[src/rtl/seq_add_pkg.sv]
// Shared types for the sequential digit adder: FSM state encoding and the
// digit-counter width helper.
package seq_add_pkg;

    typedef enum logic [1:0] {
        IDLE = 2'd0,
        RUN  = 2'd1,
        DONE = 2'd2
    } state_t;

    // A one-digit configuration still needs a 1-bit counter.
    function automatic int cnt_width(input int ndig);
        return (ndig <= 1) ? 1 : $clog2(ndig);
    endfunction

endpackage

[src/rtl/seq_digit_add_digit_add.sv]
// digit_add: combinational DIGIT-bit adder slice with carry out and the carry
// into its most significant bit.
module digit_add #(
    parameter int DIGIT = 4
) (
    input  logic [DIGIT-1:0] a,
    input  logic [DIGIT-1:0] b,
    input  logic             cin,
    output logic [DIGIT-1:0] sum,
    output logic             cout,
    output logic             msb_cin
);

    logic [DIGIT:0] full;

    assign full = {1'b0, a} + {1'b0, b} + {{DIGIT{1'b0}}, cin};
    assign sum  = full[DIGIT-1:0];
    assign cout = full[DIGIT];
    // The MSB sum bit is a^b^carry_in, so the carry into it falls out by XOR.
    assign msb_cin = full[DIGIT-1] ^ a[DIGIT-1] ^ b[DIGIT-1];

endmodule

[src/rtl/seq_digit_add.sv]
// seq_digit_add: multi-cycle adder/subtractor, DIGIT bits per clock, LSB first.
// The overflow port and its register exist only when SEQ_ADD_OVF_EN is defined.
module seq_digit_add
    import seq_add_pkg::*;
#(
    parameter int WIDTH = 16,
    parameter int DIGIT = 4
) (
    input  logic             clk,
    input  logic             rst_n,
    input  logic             in_valid,
    output logic             in_ready,
    input  logic [WIDTH-1:0] a,
    input  logic [WIDTH-1:0] b,
    input  logic             cin,
    input  logic             sub,
    output logic             out_valid,
    input  logic             out_ready,
    output logic [WIDTH-1:0] sum,
    output logic             carry_out,
`ifdef SEQ_ADD_OVF_EN
    output logic             overflow,
`endif
    output state_t           dbg_state
);

    localparam int NDIG = WIDTH / DIGIT;
    localparam int CW   = cnt_width(NDIG);
    localparam logic [CW-1:0] LAST = CW'(NDIG - 1);

    if (WIDTH % DIGIT != 0) begin : g_bad_digit
        $error("seq_digit_add: WIDTH must be a multiple of DIGIT");
    end

    // Handshake: a beat transfers on a rising edge where valid and ready are
    // both high; ready never depends on valid on the same side.
    state_t           state, state_nxt;
    logic [WIDTH-1:0] a_q, b_q, sum_q;
    logic             carry_q;
    logic [CW-1:0]    cnt_q;
    logic [DIGIT-1:0] dig_a, dig_b, dig_sum;
    logic             dig_cout, dig_msb_cin;
    logic             accept, last;

    assign accept = (state == IDLE) && in_valid;
    assign last   = (cnt_q == LAST);
    assign dig_a  = a_q[int'(cnt_q)*DIGIT +: DIGIT];
    assign dig_b  = b_q[int'(cnt_q)*DIGIT +: DIGIT];

    digit_add #(.DIGIT(DIGIT)) u_digit (
        .a       (dig_a),
        .b       (dig_b),
        .cin     (carry_q),
        .sum     (dig_sum),
        .cout    (dig_cout),
        .msb_cin (dig_msb_cin)
    );

    always_ff @(posedge clk or negedge rst_n) begin
        if (!rst_n) state <= IDLE;
        else        state <= state_nxt;
    end

    always_comb begin
        state_nxt = state;
        case (state)
            IDLE:    if (in_valid)  state_nxt = RUN;
            RUN:     if (last)      state_nxt = DONE;
            DONE:    if (out_ready) state_nxt = IDLE;
            default:                state_nxt = IDLE;
        endcase
    end

    always_comb begin
        in_ready  = (state == IDLE);
        out_valid = (state == DONE);
    end

    // Subtraction is a + ~b + 1: b is stored inverted and the carry seeded with 1.
    always_ff @(posedge clk or negedge rst_n) begin
        if (!rst_n) begin
            a_q     <= '0;
            b_q     <= '0;
            sum_q   <= '0;
            carry_q <= 1'b0;
            cnt_q   <= '0;
        end else if (accept) begin
            a_q     <= a;
            b_q     <= sub ? ~b : b;
            carry_q <= sub ? 1'b1 : cin;
            cnt_q   <= '0;
        end else if (state == RUN) begin
            sum_q[int'(cnt_q)*DIGIT +: DIGIT] <= dig_sum;
            carry_q <= dig_cout;
            cnt_q   <= cnt_q + 1'b1;
        end
    end

`ifdef SEQ_ADD_OVF_EN
    logic ovf_q;

    always_ff @(posedge clk or negedge rst_n) begin
        if (!rst_n)                    ovf_q <= 1'b0;
        else if (state == RUN && last) ovf_q <= dig_msb_cin ^ dig_cout;
    end

    assign overflow = ovf_q;
`else
    logic unused_msb_cin;
    assign unused_msb_cin = dig_msb_cin;
`endif

    assign sum       = sum_q;
    assign carry_out = carry_q;
    assign dbg_state = state;

endmodule

[config.mk]
export PLATFORM = sky130hd
export DESIGN_NAME = seq_digit_add
export DESIGN_NICKNAME = d
export VERILOG_FILES = /design/src/rtl/seq_add_pkg.sv /design/src/rtl/seq_digit_add_digit_add.sv /design/src/rtl/seq_digit_add.sv
export SDC_FILE = /design/constraint.sdc
export NUM_CORES = 1
export LEC_CHECK = 0
export ABC_AREA = 1
export BUFFER_PORTS_ARGS = -buffer_cell sky130_fd_sc_hd__buf_4
export CORE_MARGIN = 2
export CORE_UTILIZATION = 58
export CTS_CLUSTER_SIZE = 8
export DETAILED_ROUTE_END_ITERATION = 10
export GPL_TIMING_DRIVEN = 0
export MAX_ROUTING_LAYER = met4
export PLACE_DENSITY = 0.95
export SYNTH_ARGS = -nofsm -noshare
export SYNTH_HDL_FRONTEND = slang
export SYNTH_SLANG_ARGS = --single-unit
[constraint.sdc]
create_clock -name clk -period 6 [get_ports clk]
set_input_delay 1.8 -clock clk [delete_from_list [all_inputs] [get_ports clk]]
set_output_delay 1.8 -clock clk [all_outputs]
set_load 0.03 [all_outputs]
==> flow_summary_export.csv, run 1 <==
group,metric,value,unit
status,status,"finished clean",
global_route,grt_pass1_vias,2360,
clock_tree,cts_buffers,5,
clock_tree,clk_latency,0.31,ns
pwr,vdd_drop_max,246.6,µV
clock_tree,cts_tree,"built",
timing,finalCritPeriodShare,48.78,%
clock_tree,post_cts_buffers,0,
synth,syn-instance-count,301,
flow_run,drv_cap,0,
detailed_routing,routedWlPerCell,14.28,µm
timing,rsz0062_at_grt,"no",
detailed_routing,vias,2351,
synth,syn_area,0.002651,mm²
timing,period_minus_slack,2.927,ns
finish,syn2layout_area_growth,22.42,%
timing,tns,0,ns
floorplanning,placementRows,24,
floorplanning,die_area,0.005128,mm²
detailed_routing,drc,0,
finish,fin_nets,413,
clock_tree,cts_buffer_depth,2,
placement,dp_hpwl,4317,µm
global_route,grt_pass1_wl,10290,µm
pwr,seqPwrFrac,32.1,%
pwr,p_switching,0.9252,mW
floorplanning,num_io_pins,59,
detailed_routing,first_pass_iters,5,
timing,relSlewSlack,56.66,%
finish,num_antenna_cells,0,
clock_tree,ctsHoldBuffers,0,
floorplanning,die_h,71.61,µm
timing,max_freq,341.7,MHz
global_route,track_usage,26.35,%
synth,synth_edf_count,0,
clock_tree,clock-sinks,53,
floorplanning,start_util,60.47,%
worst_hold_path,min_path_type,"reg2reg",
clock_tree,clkTransAtPathRegs,0.09,ns
global_route,antenna_found_initial,0,
floorplanning,core,0.004384,mm²
synth,ys_seq_area_share,50.02,%
critical_path,end_kind,"primary output",
pwr,total_power,1.926,mW
global_route,grt_max_degree,54,
pwr,p_per_area,593.6,mW/mm²
critical_path,path_max_fanout,5,
detailed_routing,drt.antenna.violating_nets,0,
synth,syn_nets,349,
timing,clock_skew,0.004662,ns
global_route,overflow,0,
critical_path,crit_path_start_kind,"flip-flop",
timing,final-setup-viol-count,0,
clock_tree,cts-root-buf,"clkbuf_8",
pwr,internal_power,1.001,mW
timing,drv_slew,0,
finish,layout-drive-gt1-share,24.32,%
detailed_routing,drt-total-wl,5967,µm
floorplanning,die_x,71.61,µm
critical_path,crit_arrival,1.13,ns
pwr,p_sw_share,48.02,%
placement,gp_congestion,0.9178,
finish,num-fill-cells,311,
detailed_routing,drtIter0Drc,324,
synth,synth.ff_latch_count,53,
synth,syn_area_per_cell,8.808,µm²
clock_tree,cts.repair.resized,0,
synth,synth_cell_types,27,
timing,finalHoldViolations,0,
pwr,p_leak,1.633,nW
synth,yosys_warnings,0,
timing,max_slew.worst_pin.slew,0.6501,ns
pwr,comb_power_share,56.5,%
critical_path,worstPathRequired,4.20,ns
synth,synth_ff_type,"dfrtp_1",
placement,port_buffers,57,
detailed_routing,routed_via_density,5.624,
pwr,pwr-share-clk,11.4,%
clock_tree,htree_num_levels,2,
critical_path,path_class,"reg2out",
synth,synthArstFlopShare,100.0,%
worst paths after layout:
check / to / slack, ns / cells after the start / startpoint
setup / recovery: in_ready / 3.07 / 2 / dbg_state[0]$_DFFE_PN0P_
hold / removal: a_q[9]$_DFFE_PN0P_ / 0.49 / 2 / a_q[9]$_DFFE_PN0P_
setup reg to reg: sum[6]$_DFFE_PN0P_ / 3.09 / 9 / cnt_q[1]$_DFFE_PN0P_
hold reg to reg: a_q[9]$_DFFE_PN0P_ / 0.49 / 2 / a_q[9]$_DFFE_PN0P_
max in group asynchronous: cnt_q[0]$_DFFE_PN0P_ / 4.05 / 1 / rst_n
min in group asynchronous: dbg_state[1]$_DFFE_PN0P_ / 1.50 / 1 / rst_n
routing by layer:
metal | share of wire, % | wire (µm) | GRT usage (%) | up-vias
met4 | 2.5 | 147 | 11.53 | 0
met1 | 42 | 2484 | 32.23 | 1111
met5 | 0 | 0 | - | -
met3 | 7.0 | 420 | 5.204 | 20
met2 | 49 | 2914 | 42.70 | 112
li1 | - | - | - | 1108
critical path, stage by stage (launching register included):
cell	delay, ns
dfrtp_1	0.44
nor2_2	0.19
buf_4	0.19
sequential cells by signal, indices dropped and copies added (netlist names):
| name | cells |
|---|---|
| a_q | 16 |
| b_q | 16 |
| carry_out | 1 |
| cnt_q | 2 |
| dbg_state | 2 |
| sum | 16 |
synth_stat cells (2+ instances only):
cell type  count  area, µm²
nand2_1       83      311.6
dfrtp_1       53       1326
o21ai_0       43      215.2
nor2_1        20      75.07
xnor2_1       17      148.9
inv_1         14      52.55
o21ai_1       11      55.05
buf_2          9      45.04
o22ai_1        9      56.30
ha_1           8      100.1
nand3_1        7      35.03
o31ai_1        4      30.03
buf_6          3      33.78
nand4_1        3      18.77
fa_1           2      40.04
inv_2          2      7.510
nand2_4        2      22.52
nor2_2         2      12.51
cell families after synthesis:
logic type      after synthesis  share of synthesized area (%)
simple gates                122                          19.54
fa+ha+maj                    10                          5.286
buf+inv                      31                          5.899
xor+xnor                     17                          5.616
compound gates               68                          13.64
flops                        53                          50.02
per-stage QoR:
stage	hold slack [ns]	worst slack, ns	cells	util [%]	cell area, µm²
3_3_place_gp	0.4592	3.318	410	71.72	3144
5_1_grt	0.5132	2.954	418	74.03	3246
2_1_floorplan	0.4436	3.130	301	-	2651
6_report	0.4882	3.073	418	74.03	3246
3_5_place_dp	0.4704	3.265	410	71.72	3144
4_1_cts	0.4906	3.062	418	74.03	3246
power groups by stage:
stage / registers (mW) / clock network, mW / logic [mW]
floorplan: 0.684 / 0 / 0.667
global placement: 0.615 / 0 / 1.01
detailed placement: 0.622 / 0 / 1.06
CTS: 0.616 / 0.220 / 1.07
global route: 0.635 / 0.229 / 1.20
finish: 0.619 / 0.219 / 1.09
cells in the final DEF (no fill, tap or decap), types with 8 or more instances in the layout:
cell     Yosys  routed
o21ai_1     11      11
o21ai_0     43      43
nor2_1      20      20
xnor2_1     17      17
inv_1       14      14
buf_2        9       9
o22ai_1      9       9
ha_1         8       8
nand2_1     83      83
buf_4        1      58
dfrtp_1     53      53
cell type report:
class / instances / area [µm²] / share of cell area (%)
plain buffers: 13 / 86.33 / 2.660
repair buffers: 57 / 427.9 / 13.18
inverters: 18 / 70.07 / 2.159
well taps: 52 / 65.06 / 2.005
clock buffers: 7 / 96.34 / 2.968
flip-flops and latches: 53 / 1326 / 40.86
multi-input cells: 217 / 1169 / 36.01
clock inverters: 1 / 5.005 / 0.1542
Note: power is estimated with default switching activity, not from simulation.
==> inputs of run 2 (changes only) <==
--- a/config.mk
+++ b/config.mk
@@ -5,15 +5,15 @@
 export SDC_FILE = /design/constraint.sdc
 export NUM_CORES = 1
 export LEC_CHECK = 0
-export ABC_AREA = 1
+export ABC_AREA = 0
 export BUFFER_PORTS_ARGS = -buffer_cell sky130_fd_sc_hd__buf_4
 export CORE_MARGIN = 2
-export CORE_UTILIZATION = 58
+export CORE_UTILIZATION = 54
 export CTS_CLUSTER_SIZE = 8
 export DETAILED_ROUTE_END_ITERATION = 10
 export GPL_TIMING_DRIVEN = 0
 export MAX_ROUTING_LAYER = met4
-export PLACE_DENSITY = 0.95
+export PLACE_DENSITY = 0.89
 export SYNTH_ARGS = -nofsm -noshare
 export SYNTH_HDL_FRONTEND = slang
 export SYNTH_SLANG_ARGS = --single-unit
==> constraint.sdc (replaced) <==
create_clock -name clk -period 2.8 [get_ports clk]
set_input_delay 0.84 -clock clk [delete_from_list [all_inputs] [get_ports clk]]
set_output_delay 0.84 -clock clk [all_outputs]
set_load 0.03 [all_outputs]
==> run 2 against run 1 <==
Against the previous run:
- wire length shrank 9.0%
- via count fell by 15%
- clock power up 110%
- critical path type is now reg2reg
- largest cell class unchanged
==> flow_summary_export.csv, run 2 <==
group,metric,value,unit
placement,gp_congestion,0.8202,
floorplanning,num_io_pins,59,
pwr,p_per_area,1226,mW/mm²
status,status,"finished clean",
critical_path,end_kind,"flip-flop",
floorplanning,die_x,75.01,µm
global_route,track_usage,22.50,%
pwr,total_power,4.133,mW
critical_path,critical_path.cell_chain,"buf_8 -> mux4_2 -> fa_1 -> fa_2 -> a21o_1 -> a211oi_1 -> o31ai_1",
global_route,grt_pass1_wl,9156,µm
clock_tree,cts_buffer_depth,2,
placement,port_buffers,57,
finish,fin_nets,359,
critical_path,path_max_fanout,10,
synth,yosys_warnings,0,
finish,final_cell_mix,"nand2_1, buf_4, dfrtp_1, xnor2_1, o21ai_2",
pwr,p_leak,1.651,nW
synth,yosys.area.top_type_share,48.71,%
finish,layout-drive-gt1-share,36.22,%
finish,fin_area,0.003371,mm²
floorplanning,die_area,0.005626,mm²
clock_tree,clock-sinks,53,
timing,finalCritPeriodShare,94.77,%
synth,syn-instance-count,245,
floorplanning,core,0.004786,mm²
placement,placed_cell_area,0.003234,mm²
global_route,overflow,0,
timing,max_slew.worst_pin.slew,0.6505,ns
flow_run,drv_cap,0,
synth,syn_nets,293,
critical_path,worstPathRequired,2.99,ns
detailed_routing,vias,1996,
finish,num-fill-cells,367,
synth,synthTopCellsByCount,"nand2_1, dfrtp_1, xnor2_1, o21ai_2",
synth,synth.ff_latch_count,53,
pwr,vdd_drop_max,638.9,µV
clock_tree,cts_buffers,5,
synth,synthTopCellsByArea,"dfrtp_1, nand2_1, mux4_2, xnor2_1, o21ai_2",
critical_path,r2r_slack,0.15,ns
critical_path,crit_family,"adder cells",
detailed_routing,drt.antenna.violating_nets,0,
synth,synth_top_cell_by_area,"dfrtp_1",
clock_tree,clk_latency,0.31,ns
critical_path,path_depth,7,
timing,period_minus_slack,2.653,ns
timing,rsz0062_at_grt,"no",
timing,final-setup-viol-count,0,
worst_hold_path,min_path_type,"reg2reg",
critical_path,rr_worst_depth,7,
synth,synth_ff_type,"dfrtp_1",
clock_tree,ctsHoldBuffers,0,
critical_path,crit_buf_inv,1,
floorplanning,die_h,75.01,µm
clock_tree,cts-root-buf,"clkbuf_8",
detailed_routing,drt-total-wl,5429,µm
critical_path,crit_path_start_kind,"flip-flop",
synth,synth_cell_types,35,
critical_path,crit_path_max_incr_delay,0.54,ns
floorplanning,start_util,56.89,%
detailed_routing,routed_via_density,5.266,
timing,clock_skew,0.007374,ns
timing,max_freq,376.9,MHz
finish,syn2layout_area_growth,23.81,%
floorplanning,placementRows,25,
global_route,grt_pass1_vias,1990,
clock_tree,htree_num_levels,2,
timing,relSlewSlack,56.24,%
detailed_routing,routedWlPerCell,14.32,µm
detailed_routing,drtIter0Drc,93,
synth,ys_seq_area_share,48.71,%
finish,num_antenna_cells,0,
critical_path,slowest_stage,"mux4_2",
placement,dp_hpwl,4098,µm
synth,synthArstFlopShare,100.0,%
critical_path,crit_arrival,2.85,ns
detailed_routing,first_pass_iters,4,
clock_tree,clkTransAtPathRegs,0.09,ns
global_route,antenna_found_initial,0,
synth,syn_area,0.002723,mm²
worst_hold_path,holdPathStages,2,
timing,drv_slew,0,
critical_path,path_class,"reg2reg",
global_route,grt_max_degree,54,
finish,layout_commonest_cell,"nand2_1",
synth,synth_edf_count,0,
timing,finalHoldViolations,0,
synth,yosysMostFrequentCell,"nand2_1",
clock_tree,cts_tree,"built",
detailed_routing,drc,0,
timing,tns,0,ns
synth,syn_area_per_cell,11.11,µm²
[run 2: layout make-up]
type                       instances  area, µm²  area share [%]
sequential                        53       1328           39.38
multi-input combinational        175       1275           37.82
timing repair buffer              59      442.9           13.14
buffer                            13      125.1           3.712
clock buffer                       7      96.34           2.858
tap                               67      83.83           2.487
inverter                           4      15.01          0.4454
clock inverter                     1      5.005          0.1485
[run 2: worst paths after layout]
check | end | from
setup / recovery | carry_out$_DFFE_PN0P_ | cnt_q[0]$_DFFE_PN0P_
hold / removal | sum[10]$_DFFE_PN0P_ | sum[10]$_DFFE_PN0P_
max in group asynchronous | cnt_q[0]$_DFFE_PN0P_ | rst_n
min in group asynchronous | dbg_state[1]$_DFFE_PN0P_ | rst_n
setup reg to reg | carry_out$_DFFE_PN0P_ | cnt_q[0]$_DFFE_PN0P_
hold reg to reg | sum[10]$_DFFE_PN0P_ | sum[10]$_DFFE_PN0P_
[run 2: worst register-to-register path, stage by stage (launching register included)]
cell and delay [ns]:
dfrtp_2 0.46, buf_8 0.19, mux4_2 0.54, fa_1 0.46, fa_2 0.39, a21o_1 0.19
a211oi_1 0.22, o31ai_1 0.10
[run 2: report_power, final]
part | leakage (nW) | internal, mW | switching (mW)
logic | 0.920 | 1.03 | 1.34
registers | 0.676 | 1.10 | 0.200
clock network | 0.0542 | 0.224 | 0.241
[run 2: repair_timing]
item,in CTS,in global routing
pin swaps,0,0
endpoints found under the setup margin,5,1
buffers inserted,0,2
gates resized for setup,4,2
[run 2: cell families (layout without fill, tap and decap cells)]
family,after synthesis,after routing,share of synthesized area (%)
compound gates,42,42,12.32
xor+xnor,17,17,5.469
fa+ha+maj,10,10,5.147
buf+inv,17,84,4.825
flops,53,53,48.71
mux,8,8,6.618
simple gates,98,98,16.91
[run 2: routing by layer]
layer | track usage [%] | part of all wire, % | vias to the layer above
met2 | 37.04 | 51 | 60
met3 | 4.016 | 5.1 | 10
met5 | - | 0 | -
li1 | - | - | 973
met1 | 27.93 | 42 | 953
met4 | 8.135 | 1.4 | 0
[run 2: through the flow]
| stage | hold slack (ns) | worst slack (ns) | instances | utilization, % |
|---|---|---|---|---|
| floorplan | 0.4395 | 0.1705 | 245 | - |
| global placement | 0.4523 | -0.05710 | 369 | 67.58 |
| detailed placement | 0.4644 | -0.1395 | 369 | 67.58 |
| CTS | 0.4862 | 0.02349 | 377 | 69.99 |
| global route | 0.5104 | 0.05917 | 379 | 70.43 |
| finish | 0.4817 | 0.1466 | 379 | 70.43 |
==> inputs of run 3 (changes only) <==
--- a/config.mk
+++ b/config.mk
@@ -7,8 +7,10 @@
 export LEC_CHECK = 0
 export ABC_AREA = 0
 export BUFFER_PORTS_ARGS = -buffer_cell sky130_fd_sc_hd__buf_4
+export CELL_PAD_IN_SITES_DETAIL_PLACEMENT = 1
+export CELL_PAD_IN_SITES_GLOBAL_PLACEMENT = 1
 export CORE_MARGIN = 2
-export CORE_UTILIZATION = 54
+export CORE_UTILIZATION = 42
 export CTS_CLUSTER_SIZE = 8
 export DETAILED_ROUTE_END_ITERATION = 10
 export GPL_TIMING_DRIVEN = 0
==> run 3 against run 2 <==
Against the previous run:
- final area barely moved
- flip-flop and latch count did not move
- wire length up 23%
- worst setup slack worse by 0.069 ns
- clock power fell by 6.5%
- count of clock-buffer cells in the layout fell by 2
- sequential power hardly changed
- global-route usage decreased by 2.3 points
- critical path type unchanged
- critical endpoint unchanged
- highest routed layer unchanged
==> flow_summary_export.csv, run 3 (same netlist as run 2, synthesis figures left out) <==
group,metric,value,unit
detailed_routing,routedWlPerCell,17.11,µm
finish,finish.utilization,53.43,%
timing,relSlewSlack,55.15,%
critical_path,rr_worst_depth,7,
global_route,grt_pass1_vias,2226,
detailed_routing,first_pass_iters,4,
placement,dpl_worst_slack,-0.1394,ns
critical_path,path_class,"reg2reg",
worst_hold_path,holdPathStages,2,
timing,max_slew.worst_pin.slew,0.6727,ns
pwr,vdd_drop_max,644.7,µV
detailed_routing,drc,0,
global_route,antenna_found_initial,0,
floorplanning,start_util,43.12,%
placement,port_buffers,57,
clock_tree,clkTransAtPathRegs,0.10,ns
critical_path,path_max_fanout,10,
critical_path,r2r_slack,0.08,ns
pwr,p_per_area,1233,mW/mm²
worst_hold_path,hold_path.startpoint,"a_q[6]$_DFFE_PN0P_",
global_route,overflow,0,
clock_tree,cts_tree,"built",
clock_tree,cts-root-buf,"clkbuf_8",
finish,final_cell_mix,"nand2_1, buf_4, dfrtp_1, xnor2_1, o21ai_2",
global_route,grt_max_degree,54,
status,status,"finished clean",
floorplanning,num_io_pins,59,
detailed_routing,drt-total-wl,6671,µm
global_route,grt_pass1_wl,11050,µm
flow_run,drv_cap,0,
worst_hold_path,min_path_type,"reg2reg",
finish,syn2layout_area_growth,23.90,%
placement,gp_congestion,0.7764,
detailed_routing,vias,2036,
clock_tree,htree_num_levels,2,
critical_path,cp-startpoint,"cnt_q[0]$_DFFE_PN0P_",
detailed_routing,drtIter0Drc,76,
detailed_routing,drt.antenna.violating_nets,0,
floorplanning,placementRows,29,
timing,drv_slew,0,
timing,fin_ws,0.07712,ns
finish,regArea,0.001328,mm²
pwr,p_leak,1.646,nW
global_route,track_usage,20.18,%
floorplanning,die_area,0.007143,mm²
floorplanning,die_h,84.52,µm
placement,dp_hpwl,5096,µm
worst_hold_path,holdPathEnd,"a_q[6]$_DFFE_PN0P_",
floorplanning,core,0.006314,mm²
finish,layout-drive-gt1-share,36.10,%
floorplanning,die_x,84.52,µm
finish,num-fill-cells,707,
clock_tree,cts_buffer_depth,2,
critical_path,crit_path_start_kind,"flip-flop",
timing,finalCritPeriodShare,97.25,%
clock_tree,ctsHoldBuffers,0,
finish,final_cells,390,
finish,num_antenna_cells,0,
finish,layout_commonest_cell,"nand2_1",
critical_path,r2r_start,"cnt_q[0]$_DFFE_PN0P_",
detailed_routing,routed_via_density,5.221,
timing,max_freq,367.3,MHz
clock_tree,clk_latency,0.31,ns
timing,period_minus_slack,2.723,ns
finish,multi_input_area,0.001272,mm²
timing,clock_skew,0.006097,ns
critical_path,end_kind,"flip-flop",
clock_tree,cts_buffers,5,
timing,finalHoldViolations,0,
placement,placed_cells,379,
critical_path,worst_r2r_endpoint,"carry_out$_DFFE_PN0P_",
clock_tree,clock-sinks,53,
critical_path,crit_arrival,2.92,ns
critical_path,worstPathRequired,3.00,ns
timing,final-setup-viol-count,0,
finish,fin_nets,360,
-- run 3: how the worst max path moves through the flow --
| stage | end | cells past startpoint |
|---|---|---|
| 6_report | carry_out$_DFFE_PN0P_ | 7 |
| 4_1_cts | carry_out$_DFFE_PN0P_ | 7 |
| 3_3_place_gp | carry_out$_DFFE_PN0P_ | 7 |
| 2_1_floorplan | carry_out$_DFFE_PN0P_ | 7 |
| 5_1_grt | carry_out$_DFFE_PN0P_ | 7 |
| 3_5_place_dp | sum[2]$_DFFE_PN0P_ | 6 |
-- run 3: metrics by stage --
| step | hold slack [ns] | power [mW] | cell area (µm²) | setup TNS (ns) |
|---|---|---|---|---|
| after CTS | 0.4856 | 4.160 | 3347 | 0 |
| after floorplan | 0.4395 | 2.926 | 2723 | 0 |
| after global routing | 0.5058 | 4.466 | 3373 | -0.004250 |
| after global placement | 0.4537 | 3.519 | 3247 | -0.2384 |
| after detailed placement | 0.4625 | 3.681 | 3247 | -0.5861 |
| final | 0.4861 | 4.159 | 3373 | 0 |
-- run 3: final cells by class --
type	instances	area share [%]
Tap cell	77	2.856
Inverter	4	0.4451
Timing Repair Buffer	60	13.35
Clock inverter	3	0.5193
Clock buffer	5	2.040
Buffer	13	3.709
Multi-Input combinational cell	175	37.72
Sequential cell	53	39.35
-- run 3: metal layers --
layer  up-vias  part of all wire, %  global-route usage [%]
met2        58                   52                   34.36
met3         8                  4.2                   3.540
met5         -                    0                       -
met4         0                  1.2                   5.195
li1        967                    -                       -
met1      1003                   42                   24.97
-- run 3: power by group --
part | switching, mW | internal (mW)
registers | 0.209 | 1.10
logic | 1.39 | 1.03
clock network | 0.261 | 0.173
total | 1.86 | 2.30
-- run 3: timing repair --
| action | 4_1_cts | 5_1_grt |
|---|---|---|
| gates cloned | 0 | 0 |
| endpoints found under the hold margin | 0 | 0 |
| endpoints found under the setup margin | 5 | 2 |
| resized for setup | 4 | 1 |
| buffers inserted | 0 | 3 |
-- run 3: critical path, cell delays in order, from the launching register on --
cell and delay, ns:
dfrtp_2 0.45, buf_8 0.19, mux4_2 0.53, fa_1 0.44, fa_1 0.44, a21o_1 0.22
a211oi_1 0.24, o31ai_1 0.10
